==> src/rtl/dct_pkg.sv <==
`default_nettype none
// ============================================================================
//  Module      : dct_pkg
//  Description : Shared definitions for the DCT transpose path: block
//                dimension, index width, bank identifier type and a bank
//                one-hot helper. Used by the transpose controller, the
//                transpose buffer and the column-DCT wrapper.
//  Revision    : 1.0  initial release
// ============================================================================
package dct_pkg;

    localparam int DCT_N     = 8;
    localparam int DCT_IDX_W = 3;

    // One-bit identifier of a transpose line-buffer bank.
    typedef logic bank_t;

    localparam bank_t BANK0 = 1'b0;
    localparam bank_t BANK1 = 1'b1;

    // Strobe vector with only the bit of bank b set.
    function automatic logic [1:0] bank_onehot(input bank_t b);
        return (b == BANK1) ? 2'b10 : 2'b01;
    endfunction

endpackage
`default_nettype wire

==> src/rtl/dct_bank_flag.sv <==
`default_nettype none
// ============================================================================
//  Module      : dct_bank_flag
//  Description : Occupancy flag for one transpose bank. Holds "full" (the
//                bank carries a complete block waiting to be read) and
//                "last" (that block is the final block of the frame).
//  Ports       : i_clk       clock
//                i_rst       asynchronous active-low reset
//                i_set       bank just received its closing row
//                i_set_last  value captured into "last" on i_set
//                i_clr       final column of the bank was just issued
//                o_full      bank holds an unread block
//                o_last      held block ends the frame
//  Revision    : 1.0  initial release
// ============================================================================
module dct_bank_flag (
    input  logic i_clk,
    input  logic i_rst,
    input  logic i_set,
    input  logic i_set_last,
    input  logic i_clr,
    output logic o_full,
    output logic o_last
);

    logic full_q, full_d;
    logic last_q, last_d;

    // Set wins over clear. Writes need an empty bank and reads a full one,
    // so both strobes never target the same bank in one cycle.
    always_comb begin
        full_d = full_q;
        last_d = last_q;
        if (i_clr) begin
            full_d = 1'b0;
            last_d = 1'b0;
        end
        if (i_set) begin
            full_d = 1'b1;
            last_d = i_set_last;
        end
    end

    always_ff @(posedge i_clk or negedge i_rst) begin
        if (!i_rst) begin
            full_q <= 1'b0;
            last_q <= 1'b0;
        end else begin
            full_q <= full_d;
            last_q <= last_d;
        end
    end

    assign o_full = full_q;
    assign o_last = last_q;

endmodule
`default_nettype wire

==> src/rtl/dct_transpose_ctrl.sv <==
`default_nettype none
// ============================================================================
//  Module      : dct_transpose_ctrl
//  Description : Ping-pong scheduler for the two 8x8 transpose banks between
//                the row-DCT and the column-DCT. Rows are written into the
//                free bank under a valid/ready handshake; columns are read
//                from the full bank with downstream backpressure. Pulses
//                block/frame completion when the final column is accepted.
//  Ports       : i_clk, i_rst (async active-low)
//                i_valid/i_last/o_ready      upstream row handshake
//                o_wr_en/o_wr_row            bank write strobe and row index
//                o_rd_en/o_rd_col            bank read strobe and column index
//                o_rd_sel/o_valid/i_ready    downstream column handshake
//                o_block_done/o_frame_done   completion pulses
//                o_err                       sticky early-i_last error
//  Revision    : 1.0  initial release
// ============================================================================
module dct_transpose_ctrl
    import dct_pkg::*;
#(
    parameter int N     = DCT_N,
    parameter int IDX_W = DCT_IDX_W
) (
    input  logic             i_clk,
    input  logic             i_rst,
    input  logic             i_valid,
    input  logic             i_last,
    output logic             o_ready,
    output logic [1:0]       o_wr_en,
    output logic [IDX_W-1:0] o_wr_row,
    output logic [1:0]       o_rd_en,
    output logic [IDX_W-1:0] o_rd_col,
    output logic             o_rd_sel,
    output logic             o_valid,
    input  logic             i_ready,
    output logic             o_block_done,
    output logic             o_frame_done,
    output logic             o_err
);

    localparam logic [IDX_W-1:0] c_last_idx = IDX_W'(N - 1);

    bank_t            wb_q, wb_d;
    bank_t            rb_q, rb_d;
    logic [IDX_W-1:0] wr_row_q, wr_row_d;
    logic [IDX_W-1:0] rd_col_q, rd_col_d;
    logic             valid_q, valid_d;
    bank_t            rd_sel_q, rd_sel_d;
    logic             blk_pend_q, blk_pend_d;
    logic             frm_pend_q, frm_pend_d;
    logic             err_q, err_d;

    logic [1:0]       w_full;
    logic [1:0]       w_last;
    logic [1:0]       w_set;
    logic [1:0]       w_clr;
    logic             w_wfire;
    logic             w_wr_close;
    logic             w_rfire;
    logic             w_rd_close;
    logic             w_accept;

    assign w_wfire    = i_valid & ~w_full[wb_q];
    assign w_wr_close = w_wfire & ((wr_row_q == c_last_idx) | i_last);
    // A new column may be issued when the output register is empty or is
    // being emptied this cycle.
    assign w_rfire    = w_full[rb_q] & (~valid_q | i_ready);
    assign w_rd_close = w_rfire & (rd_col_q == c_last_idx);
    assign w_accept   = valid_q & i_ready;

    assign w_set = w_wr_close ? bank_onehot(wb_q) : 2'b00;
    assign w_clr = w_rd_close ? bank_onehot(rb_q) : 2'b00;

    generate
        for (genvar b = 0; b < 2; b++) begin : g_bank
            dct_bank_flag u_flag (
                .i_clk      (i_clk),
                .i_rst      (i_rst),
                .i_set      (w_set[b]),
                .i_set_last (i_last),
                .i_clr      (w_clr[b]),
                .o_full     (w_full[b]),
                .o_last     (w_last[b])
            );
        end
    endgenerate

    always_comb begin
        wb_d       = wb_q;
        rb_d       = rb_q;
        wr_row_d   = wr_row_q;
        rd_col_d   = rd_col_q;
        rd_sel_d   = rd_sel_q;
        blk_pend_d = blk_pend_q;
        frm_pend_d = frm_pend_q;
        err_d      = err_q;

        if (w_wfire) begin
            if (w_wr_close) begin
                wr_row_d = '0;
                wb_d     = ~wb_q;
            end else begin
                wr_row_d = wr_row_q + 1'b1;
            end
            // Early i_last closes the bank with stale rows left behind.
            if (i_last && (wr_row_q != c_last_idx)) begin
                err_d = 1'b1;
            end
        end

        if (w_rfire) begin
            if (w_rd_close) begin
                rd_col_d = '0;
                rb_d     = ~rb_q;
            end else begin
                rd_col_d = rd_col_q + 1'b1;
            end
        end

        // Output stage holds while stalled and reloads on every issue.
        valid_d = w_rfire | (valid_q & ~i_ready);

        // Completion flags travel with the column they belong to, so the
        // pulses line up with downstream acceptance of the final column.
        if (w_rfire) begin
            rd_sel_d   = rb_q;
            blk_pend_d = w_rd_close;
            frm_pend_d = w_rd_close & w_last[rb_q];
        end else if (w_accept) begin
            blk_pend_d = 1'b0;
            frm_pend_d = 1'b0;
        end
    end

    always_ff @(posedge i_clk or negedge i_rst) begin
        if (!i_rst) begin
            wb_q       <= BANK0;
            rb_q       <= BANK0;
            wr_row_q   <= '0;
            rd_col_q   <= '0;
            valid_q    <= 1'b0;
            rd_sel_q   <= BANK0;
            blk_pend_q <= 1'b0;
            frm_pend_q <= 1'b0;
            err_q      <= 1'b0;
        end else begin
            wb_q       <= wb_d;
            rb_q       <= rb_d;
            wr_row_q   <= wr_row_d;
            rd_col_q   <= rd_col_d;
            valid_q    <= valid_d;
            rd_sel_q   <= rd_sel_d;
            blk_pend_q <= blk_pend_d;
            frm_pend_q <= frm_pend_d;
            err_q      <= err_d;
        end
    end

    assign o_ready      = ~w_full[wb_q];
    assign o_wr_en      = w_wfire ? bank_onehot(wb_q) : 2'b00;
    assign o_wr_row     = wr_row_q;
    assign o_rd_en      = w_rfire ? bank_onehot(rb_q) : 2'b00;
    assign o_rd_col     = rd_col_q;
    assign o_rd_sel     = rd_sel_q;
    assign o_valid      = valid_q;
    assign o_block_done = w_accept & blk_pend_q;
    assign o_frame_done = w_accept & frm_pend_q;
    assign o_err        = err_q;

    a_no_wr_rd_same_bank: assert property (@(posedge i_clk) disable iff (!i_rst)
        (o_wr_en & o_rd_en) == 2'b00);
    a_wr_onehot0: assert property (@(posedge i_clk) disable iff (!i_rst)
        $onehot0(o_wr_en));
    a_rd_onehot0: assert property (@(posedge i_clk) disable iff (!i_rst)
        $onehot0(o_rd_en));

endmodule
`default_nettype wire

==> config.mk <==
export PLATFORM = sky130hd
export DESIGN_NAME = dct_transpose_ctrl
export DESIGN_NICKNAME = d
export VERILOG_FILES = /design/src/rtl/dct_pkg.sv /design/src/rtl/dct_bank_flag.sv /design/src/rtl/dct_transpose_ctrl.sv
export SDC_FILE = /design/constraint.sdc
export NUM_CORES = 1
export LEC_CHECK = 0
export CAP_MARGIN = 20
export CORE_MARGIN = 3
export CORE_UTILIZATION = 47
export CTS_BUF_LIST = sky130_fd_sc_hd__clkbuf_16
export DETAILED_ROUTE_END_ITERATION = 16
export PLACE_DENSITY_LB_ADDON = 0.3
export SLEW_MARGIN = 15
export SYNTH_ARGS = -nofsm -noshare
export SYNTH_HDL_FRONTEND = slang
export SYNTH_HIERARCHICAL = 1
export SYNTH_SLANG_ARGS = --single-unit
==> constraint.sdc <==
create_clock -name i_clk -period 1.6 [get_ports i_clk]
set_input_delay 0.16 -clock i_clk [delete_from_list [all_inputs] [get_ports i_clk]]
set_output_delay 0.16 -clock i_clk [all_outputs]
set_load 0.05 [all_outputs]
==> results_dict.tcl <==
set metrics [dict create \
    tightest_slew_ns 0.395 \
    rsz0062_at_grt "no" \
    hold_viol 0 \
    grt_max_degree 18 \
    end_kind "flip-flop" \
    synth-xor-area-share_pct 0 \
    startpoint_type "flip-flop" \
    route.detailed.drc 0 \
    rows 14 \
    io_buffers 20 \
    synth_most_common_cell "dfrtp_1" \
    synthSimpleGateAreaFrac_pct 16.4 \
    drt-initial-drc-count 12 \
    power_density_nw_per_um2 2310 \
    wl_per_cell_um 15.3 \
    path_clk_slew_ns 0.05 \
    synth_ff_type "dfrtp_1" \
    layout_setup_ws_ns 0.0592 \
    grt_pass1_wl_mm 3.42 \
    cp_data_arrival_time_ns 1.67 \
    nNetsFinal 119 \
    insertion_delay_ns 0.24 \
    avgViaCountPerCell 5.40 \
    yosys.area.top_type "dfrtp_1" \
    synth_fa_ha_area_share_pct 5.81 \
    synth_common_cells "dfrtp_1 (17), inv_1 (7), nand2_1 (6)" \
    h-tree-depth 1 \
    ys_types 29 \
    path_class "reg2reg" \
    antenna_found_initial 0 \
    final_util_pct 81.4 \
    layout-drive-gt1-share_pct 46.8 \
    max-vdd-ir-drop_uv 1640 \
    synthArstFlopShare_pct 100 \
    synth_area_per_cell_um2 11.1 \
    cts_sinks 17 \
    hp-class "in2async" \
    finalSetupViolCount 0 \
    place_worst_setup_slack_ns -0.000967 \
    synthesis.instances 78 \
    synth_compound_area_share_pct 14.7 \
    gp_congestion 0.811 \
    critPathMaxFanout 4 \
    p_leak_nw 0.616 \
    die-area_um2 2380 \
    cp.required_ns 1.73 \
    ctsHoldBuffers 0 \
    grtUsageMet2_pct 28.5 \
    post_cts_resized 0 \
    grt-ovfl-total 0 \
    initial_core_util_pct 53.5 \
    yosysWarnings 6 \
    gr-usage-met3_pct 3.06 \
    status "finished clean" \
    synth_fp_nets 87 \
    grt_usage_pct 18.7 \
    detailed_place_hpwl_mm 1.48 \
    grt_pass1_vias 730 \
    grt_use_met1_pct 25.1 \
    first_pass_iters 4 \
    antenna_cells 0 \
    die_x_um 48.8 \
    yosys-top-cells-area "dfrtp_1 (49%), ha_1 (5.8%), mux2_4 (3.5%)" \
    core_um2 1610 \
    area_growth_pct 52.1 \
    synth_edf_count 0 \
    synth_top_family_by_area "simple AND/OR/NAND/NOR gates" \
    fin_crit_ns 1.54 \
    ant_nets 0 \
    cts_tree "built" \
    pin_count 21 \
    max_freq_mhz 649 \
    slew-limit-headroom_pct 73.6 \
    synth-seq-cells 17 \
    cts_max_path_buffers 2 \
    maxCapViolations 0 \
    synth.top_cell.area_share_pct 49.3 \
    clockRootBuffer "clkbuf_16" \
    ys_seq_area_share_pct 49.3 \
    synth_mux_area_share_pct 10.3 \
    top_usage_layer "met2" \
    cts_made_buffers 3 \
    cts_setup_buffers 0 \
    routed_wl_mm 2.04 \
    die_y_um 48.8 \
    fin_crit_sh_pct 96.3 \
    slew_violations 0 \
    netlist_area_um2 862 \
    dr_total_vias 718 \
    finClkSkew_ns 0.00295 \
]
==> registers in the layout, summed over array words and instances (netlist names), 2 cells and up <==
register / flops
o_rd_col: 3
o_wr_row: 3
g_bank.u_flag/o_full: 2
g_bank.u_flag/o_last: 2
==> through the flow <==
stage / cells / power, mW / setup TNS (ns) / instance area, um2 / hold slack, ns
6_report: 133 / 3.03 / 0 / 1310 / 0.256
5_1_grt: 133 / 3.19 / 0 / 1310 / 0.271
4_1_cts: 133 / 3.04 / 0 / 1300 / 0.260
3_5_place_dp: 129 / 2.53 / -0.000967 / 1220 / 0.472
3_3_place_gp: 129 / 2.47 / 0 / 1220 / 0.458
2_1_floorplan: 78 / 1.86 / -0.334 / 885 / -0.136
==> logic make-up after synthesis <==
group                      count (synthesis)
buffers and inverters                      8
and+or+nand+nor                           27
AOI/OAI and AO/OA                         15
adders and majority gates                  4
DFF                                       17
muxes                                      7
==> metal layers <==
layer / vias to the layer above / share of wire, %
met2: 30 / 47
li1: 340 / -
met1: 342 / 45
met5: - / 0
met4: 0 / 3.8
met3: 6 / 4.4
==> worst max-delay path, stage by stage (launching register included) <==
cell     delay, ns
dfrtp_2       0.42
ha_1          0.20
ha_1          0.23
nor2_4        0.14
and2b_1       0.23
a22o_1        0.21
==> layout make-up <==
type / instances / area, um2
inverters: 7 / 26.3
clock inverters: 1 / 5.00
clock buffers: 3 / 75.1
multi-input cells: 53 / 437
fillers: 94 / 300
flip-flops and latches: 17 / 430
well taps: 24 / 30.0
repair buffers: 28 / 308
==> power breakdown <==
| part | switching (mW) | internal, mW |
|---|---|---|
| logic | 0.968 | 0.759 |
| registers | 0.202 | 0.620 |
| clock network | 0.151 | 0.334 |
| total | 1.32 | 1.71 |
==> cells in the final DEF, fill, tap and decap left out, types with 3 or more instances in the layout <==
cell              n
nand2_1           6
inv_1             7
buf_4            17
dfrtp_2           4
nor2_1            4
dfrtp_1          13
ha_1              4
buf_12            7
clkbuf_16         3
clkdlybuf4s50_1   4
==> path summary, 6_finish.rpt <==
check,from,end,depth (start not counted),slack [ns]
setup / recovery,o_wr_row[0],g_bank[0].u_flag/o_last,5,0.06
max in group asynchronous,i_rst,o_rd_col[0],2,1.14
min in group i_clk,o_err,o_err,1,0.48
hold reg to reg,o_err,o_err,1,0.48
setup reg to reg,o_wr_row[0],g_bank[0].u_flag/o_last,5,0.06
hold / removal,i_rst,o_rd_sel,2,0.26
Note: power is estimated with default switching activity, not from simulation.
